[src/rtl/popcount_dispatcher.sv]
// Feeds words from a ready/valid stream to the iterative popcount counter one at a time,
// buffering bursts in a small FIFO and abandoning an in-flight word if done never arrives.
module popcount_dispatcher #(
  parameter int DATA_W      = 16,
  parameter int FIFO_DEPTH  = 4,
  parameter int TIMEOUT_CYC = DATA_W + 4
) (
  input  logic                          clk_i,
  input  logic                          srst_i,
  input  logic [DATA_W-1:0]             data_i,
  input  logic                          data_val_i,
  output logic                          data_ready_o,
  output logic [DATA_W-1:0]             pc_data_o,
  output logic                          pc_data_val_o,
  input  logic                          pc_done_i,
  output logic                          busy_o,
  output logic                          timeout_o,
  output logic [$clog2(FIFO_DEPTH):0]   used_o
);

  localparam int PTR_W = $clog2(FIFO_DEPTH);
  localparam int CNT_W = PTR_W + 1;
  localparam int TMR_W = $clog2(TIMEOUT_CYC + 1);

  typedef enum logic {
    ST_IDLE,
    ST_WAIT
  } state_t;

  logic [DATA_W-1:0] mem_q [FIFO_DEPTH];
  logic [PTR_W-1:0]  wr_ptr_q, rd_ptr_q;
  logic [CNT_W-1:0]  used_q;

  state_t            state_q, state_d;
  logic [DATA_W-1:0] pc_data_q, pc_data_d;
  logic              pc_val_q, pc_val_d;
  logic [TMR_W-1:0]  timer_q, timer_d;
  logic              timeout_q, timeout_d;

  logic push, pop;

  assign data_ready_o  = (used_q < CNT_W'(FIFO_DEPTH)) && !srst_i;
  assign push          = data_val_i && data_ready_o;
  assign used_o        = used_q;
  assign pc_data_o     = pc_data_q;
  assign pc_data_val_o = pc_val_q;
  assign busy_o        = (state_q == ST_WAIT);
  assign timeout_o     = timeout_q;

  // Storage needs no reset: pointers and occupancy define which entries are live.
  always_ff @(posedge clk_i) begin
    if (push) begin
      mem_q[wr_ptr_q] <= data_i;
    end
  end

  always_ff @(posedge clk_i) begin
    if (srst_i) begin
      wr_ptr_q <= '0;
      rd_ptr_q <= '0;
      used_q   <= '0;
    end else begin
      if (push) wr_ptr_q <= wr_ptr_q + PTR_W'(1);
      if (pop)  rd_ptr_q <= rd_ptr_q + PTR_W'(1);
      case ({push, pop})
        2'b10:   used_q <= used_q + CNT_W'(1);
        2'b01:   used_q <= used_q - CNT_W'(1);
        default: used_q <= used_q;
      endcase
    end
  end

  always_ff @(posedge clk_i) begin
    if (srst_i) begin
      state_q   <= ST_IDLE;
      pc_data_q <= '0;
      pc_val_q  <= 1'b0;
      timer_q   <= '0;
      timeout_q <= 1'b0;
    end else begin
      state_q   <= state_d;
      pc_data_q <= pc_data_d;
      pc_val_q  <= pc_val_d;
      timer_q   <= timer_d;
      timeout_q <= timeout_d;
    end
  end

  always_comb begin
    state_d   = state_q;
    pop       = 1'b0;
    pc_data_d = pc_data_q;
    pc_val_d  = 1'b0;
    timer_d   = timer_q;
    timeout_d = 1'b0;
    case (state_q)
      ST_IDLE: begin
        // Occupancy is the registered value, so a word pushed this cycle waits a cycle.
        if (used_q != '0) begin
          pop       = 1'b1;
          pc_data_d = mem_q[rd_ptr_q];
          pc_val_d  = 1'b1;
          timer_d   = '0;
          state_d   = ST_WAIT;
        end
      end
      ST_WAIT: begin
        if (timer_q < TMR_W'(TIMEOUT_CYC)) begin
          timer_d = timer_q + TMR_W'(1);
        end
        // Done in the strobe cycle is a stale pulse from the counter's idle toggling.
        if (pc_done_i && !pc_val_q) begin
          state_d = ST_IDLE;
        end else if (timer_d == TMR_W'(TIMEOUT_CYC)) begin
          timeout_d = 1'b1;
          state_d   = ST_IDLE;
        end
      end
      default: state_d = ST_IDLE;
    endcase
  end

endmodule

[config.mk]
export PLATFORM = sky130hd
export DESIGN_NAME = popcount_dispatcher
export DESIGN_NICKNAME = d
export VERILOG_FILES = /design/src/rtl/popcount_dispatcher.sv
export SDC_FILE = /design/constraint.sdc
export NUM_CORES = 1
export LEC_CHECK = 0
export ABC_CLOCK_PERIOD_IN_PS = 2700
export CAP_MARGIN = 20
export CORE_MARGIN = 8
export CORE_UTILIZATION = 55
export CTS_CLUSTER_SIZE = 28
export DETAILED_ROUTE_END_ITERATION = 8
export GPL_TIMING_DRIVEN = 1
export PLACE_DENSITY = 0.79
export SYNTH_ARGS = -nofsm -noshare
export SYNTH_HDL_FRONTEND = slang
export SYNTH_SLANG_ARGS = --single-unit
[constraint.sdc]
create_clock -name clk_i -period 2.7 [get_ports clk_i]
set_clock_uncertainty 0.15 [all_clocks]
set_input_delay 0.54 -clock clk_i [delete_from_list [all_inputs] [get_ports clk_i]]
set_output_delay 0.54 -clock clk_i [all_outputs]
set_load 0.05 [all_outputs]
; ---- Word-level counts from Yosys, hierarchy flattened
; Memory sizes are Yosys's and may differ from the RTL's. A register that Yosys moved wholly into a read port is not among the register bits.
; Index checks and enable logic that the tools add are counted.
[word_totals]
wordCells = 42
mem_count = 1
ff_bits = 15
mem_bits_rw = 64
[op_classes]
eq_ne = 4
n_mux = 13
reduce_logical = 9
bitwise_logic = 1
n_addsub = 5
magnitude_cmp = 2
[memory_table]
columns = memory, words, word_bits, read_ports, rd_ports_with_merged_regs, wr, line
row1 = mem_q, 4, 16, 1, 1, 1, 30  ; logic [DATA_W-1:0] mem_q [FIFO_DEPTH];
[op_table]
columns = operator, n
row1 = 5-bit 2-to-1 mux, 3
row2 = 5-bit one-hot mux with 2 select lines, 1
row3 = 1-bit 2-to-1 mux, 7
row4 = 3-bit one-hot mux with 2 select lines, 1
row5 = "5-bit by 1-bit adder with 5-bit output, second input constant", 1
row6 = "5-bit equality test, second input constant", 1
row7 = "5-bit < comparator, second input constant", 1
row8 = "2-bit by 1-bit adder with 2-bit output, second input constant", 2
row9 = "3-bit by 1-bit adder with 3-bit output, second input constant", 1
row10 = 1-bit logical AND, 3
row11 = "3-bit < comparator, second input constant", 1
row12 = 3-bit nonzero test, 1
row13 = 3-bit OR reduction, 1
row14 = "3-bit by 1-bit subtractor with 3-bit output, second input constant", 1
row15 = "2-bit by 1-bit equality test with 1-bit output, second input constant", 1
row16 = "2-bit equality test, second input constant", 1
row17 = 1-bit logical NOT, 2
row18 = "2-bit inequality test, second input constant", 1
row19 = 1-bit one-hot mux with 2 select lines, 1
row20 = 2-bit AND reduction, 1
row21 = 2-bit nonzero test, 1
row22 = 1-bit inverter, 1

; ---- Longest topological paths before layout
[logic_depth]
word_depth = 7
depth_mapped = 9
depth_no_buf = 8

; ---- Worst setup path before layout
; Ideal clock, no wire load.
[synth_timing]
kind = register to register
start = register used_q[2] (netlist: used_o[2])
end = register used_q[2] (netlist: used_o[2])
n_path_buf = 0
setup_ps = 70
arrival_time_ps = 2377
stages_incl_launch_ff = 9
setup_slack_ps = 103
cell_sequence = dfxtp_1 -> nor3_1 -> nor2_1 -> ha_1 -> inv_1 -> fa_1 -> xor2_1 -> or3_2 -> a21oi_1
[synth_via]
elab_chain_len = 5
elab_cells_between_ends = 12
classes_between = 2 x add/sub / 1 x order compare / 2 x eq/ne / 3 x mux / 4 x reduce/logical
[synth_lines]
columns = element, line
row1 = from (decl), 32  ; logic [CNT_W-1:0] used_q;
row2 = from (signal assigned), 66  ; 2'b10: used_q <= used_q + CNT_W'(1);
row3 = from (signal assigned), 67  ; 2'b01: used_q <= used_q - CNT_W'(1);
row4 = from (signal assigned), 68  ; default: used_q <= used_q;
row5 = 3-bit < comparator / 3-bit nonzero test (equally long branches), "42, 99"
row6 = 1-bit logical AND / 1-bit 2-to-1 mux (equally long branches), "42, 99"
row7 = 1-bit logical AND / 1-bit 2-to-1 mux (equally long branches), n/a
row8 = 2-bit by 1-bit equality test with 1-bit output / 2-bit equality test (equally long branches), 65  ; case ({push, pop})
row9 = 3-bit one-hot mux with 2 select lines / 2-bit nonzero test (equally long branches), n/a
; Parallel ways exist; a longest one is shown, timed or not.
; A chain may end at the register's enable or synchronous reset.

; ---- Final worst setup path
; Ends and elaborated chain as after synthesis.

==> reports/metrics.cfg <==
[drt]
drt_iter0_drc = 98
drt-total-wl_microns = 6700
dr.pass1.iters = 4
wl_per_cell_microns = 18.9
via_per_inst = 5.79
vias = 2055
drcViolationCount = 0
antenna_left = 0

[global_route]
grt_start_max_net_pins = 18
grt-ovfl-total = 0
grt_pass1_wl_microns = 11400
first_global_vias = 2214
antenna_found_initial = 0
grtUsageTotal_pct = 15.1

[timing]
slew_violations = 0
timing.final.ws_setup_ns = 0.192
tns_ns = 0
rsz0062_at_grt = no
finalCritPeriodShare_pct = 92.9
tightest_slew_ns = 0.556
hold-worst-slack_ns = 0.337
finalSetupViolCount = 0
relSlewSlack_pct = 62.6
final_hold_viol_count = 0
max_freq_mhz = 399
min_period_ns = 2.51

[yosys]
netlist_area_sq_um = 3670
synth_ff_type = edfxtp_1
yosys.area.top_type = edfxtp_1
ys_seq_elements = 95
syn_area_per_cell_sq_um = 16.9
syn_inst = 217
seq_area_frac_synth_pct = 69.2
synth_fp_nets = 244
yosys-top-cells-area = edfxtp_1 52%, dfxtp_1 17%, mux4_2 9.8%
async_flop_share_pct = 0
yosysTopAreaCellShare_pct = 52.3
synth_edf_count = 64
ys_warn_count = 0
synth.distinct_cells = 47

[critical_path]
rrSetupSlack_ns = 0.19
start_kind = flip-flop
end_kind = flip-flop
crit_arrival_ns = 2.64
crit_path_max_fanout = 8
critPathKind = flip-flop to flip-flop
cp.required_ns = 2.83

[clock_tree]
clk_pin_slew_ns = 0.09
clk_latency_ns = 0.35
postCtsSetupRepairBufs = 0
cts_tree = built
cts_buffers = 9
ctsHoldBuffers = 0
cts_root_buf = clkbuf_8
ctsHtreeMaxLevel = 3
cts_resized = 0
clock-sinks = 95
clk_path_buf_depth = 2

[die]
ios = 43
rows = 29
die_w_microns = 97.7
start_util_pct = 57.2
die-area_sq_um = 9550
die_h_microns = 97.7
core_sq_um = 6420

[power_and_ir_drop]
ir_drop_uv = 573
p_per_area_nw_per_um2 = 999
leakagePower_nw = 1.52

[cells_and_area]
antenna_cells = 0
drive_above_1_share_pct = 24.1
fill_cells = 428
num-nets-final = 300
final_util_pct = 69.9
area_delta_synth_final_pct = 22.2

[placed_design]
io_buffers = 42
gp_congestion = 0.771
hpwl_microns = 4600
pre_cts_ws_ns = -0.0344

[hold_path]
hold_class = flip-flop to flip-flop

[job]
drv_cap = 0

[status]
status = finished, final reports clean

[per-stage QoR]
step / cell area, sq um / instances / power, mW
final: 4490 / 355 / 4.48
after global routing: 4490 / 355 / 4.71
after CTS: 4490 / 355 / 4.52
after detailed placement: 4270 / 339 / 3.51
after global placement: 4270 / 339 / 3.47
after floorplan: 3670 / 217 / 3.01
[placed cells by master (no fill, tap or decap), types with 5 or more instances in the layout]
cell / instances
edfxtp_1: 64
clkdlybuf4s50_1: 41
dfxtp_1: 31
mux4_2: 16
a22o_2: 15
buf_4: 12
inv_1: 9
clkbuf_8: 9
nor2_1: 7
and2_1: 6
a21oi_1: 6
ha_1: 6
o21ai_0: 5
[path summary, 6_finish.rpt]
| check | from | endpoint | cells after the start |
|---|---|---|---|
| max | used_o[2] | used_o[2] | 8 |
| max reg2reg | used_o[2] | used_o[2] | 8 |
| min reg2reg | pc_data_o[13] | pc_data_o[13] | 1 |
| min | pc_data_o[13] | pc_data_o[13] | 1 |
[kinds of logic (layout without fill, tap and decap cells)]
logic type	Yosys count	count (layout)	synth area share, %
DFF	95	95	69.2
AOI/OAI and AO/OA	41	41	9.23
and+or+nand+nor	35	35	5.79
buffers and inverters	20	81	2.62
muxes	16	16	9.81
adders and majority gates	7	7	2.59
xor gates and xnor gates	3	3	0.716
[critical path, stage by stage (launching register included)]
cell and delay [ns]:
dfxtp_1 0.49, nor3_1 0.16, nor2_1 0.23, ha_1 0.23
inv_1 0.06, fa_1 0.38, xor2_1 0.16, or3_2 0.41
a21oi_1 0.17
[metal layers]
metal | vias to the layer above | track usage, % | wire length, microns
met4 | 0 | 6.12 | 78
met2 | 60 | 25.4 | 3370
met3 | 8 | 4.37 | 392
met1 | 1023 | 17.9 | 2860
met5 | - | 0 | 0
li1 | 964 | - | -
[final cells by class]
cell class | count | area (sq um) | area share, %
sequential | 95 | 2540 | 56.6
multi-input combinational | 102 | 1030 | 23.0
timing repair buffer | 56 | 561 | 12.5
clock buffer | 10 | 128 | 2.84
tap | 77 | 96.3 | 2.15
clock inverter | 6 | 93.8 | 2.09
inverter | 9 | 33.8 | 0.753
[registers in the layout (all words and copies together) (netlist names)]
register / flops
used_o: 3
mem_q: 64
busy_o: 1
timer_q: 5
pc_data_val_o: 1
pc_data_o: 16
timeout_o: 1
wr_ptr_q: 2
rd_ptr_q: 2
[synthesized netlist by cell type (2+ instances only)]
cell       n
nand3_1    2
buf_6      2
o21ai_0    5
nand2b_1   3
ha_1       6
edfxtp_1  64
a22o_2    15
clkbuf_1   3
nor3_1     2
a21oi_1    6
mux4_2    16
dfxtp_1   31
inv_1      9
nor2_1     7
nand2_1    4
buf_2      5
xor2_1     2
and2_1     6
[power breakdown]
group / internal (mW) / switching, mW
clock network: 0.528 / 0.487
registers: 1.74 / 0.127
logic: 0.662 / 0.935
total: 2.93 / 1.55
(Power assumes the default switching activity.)
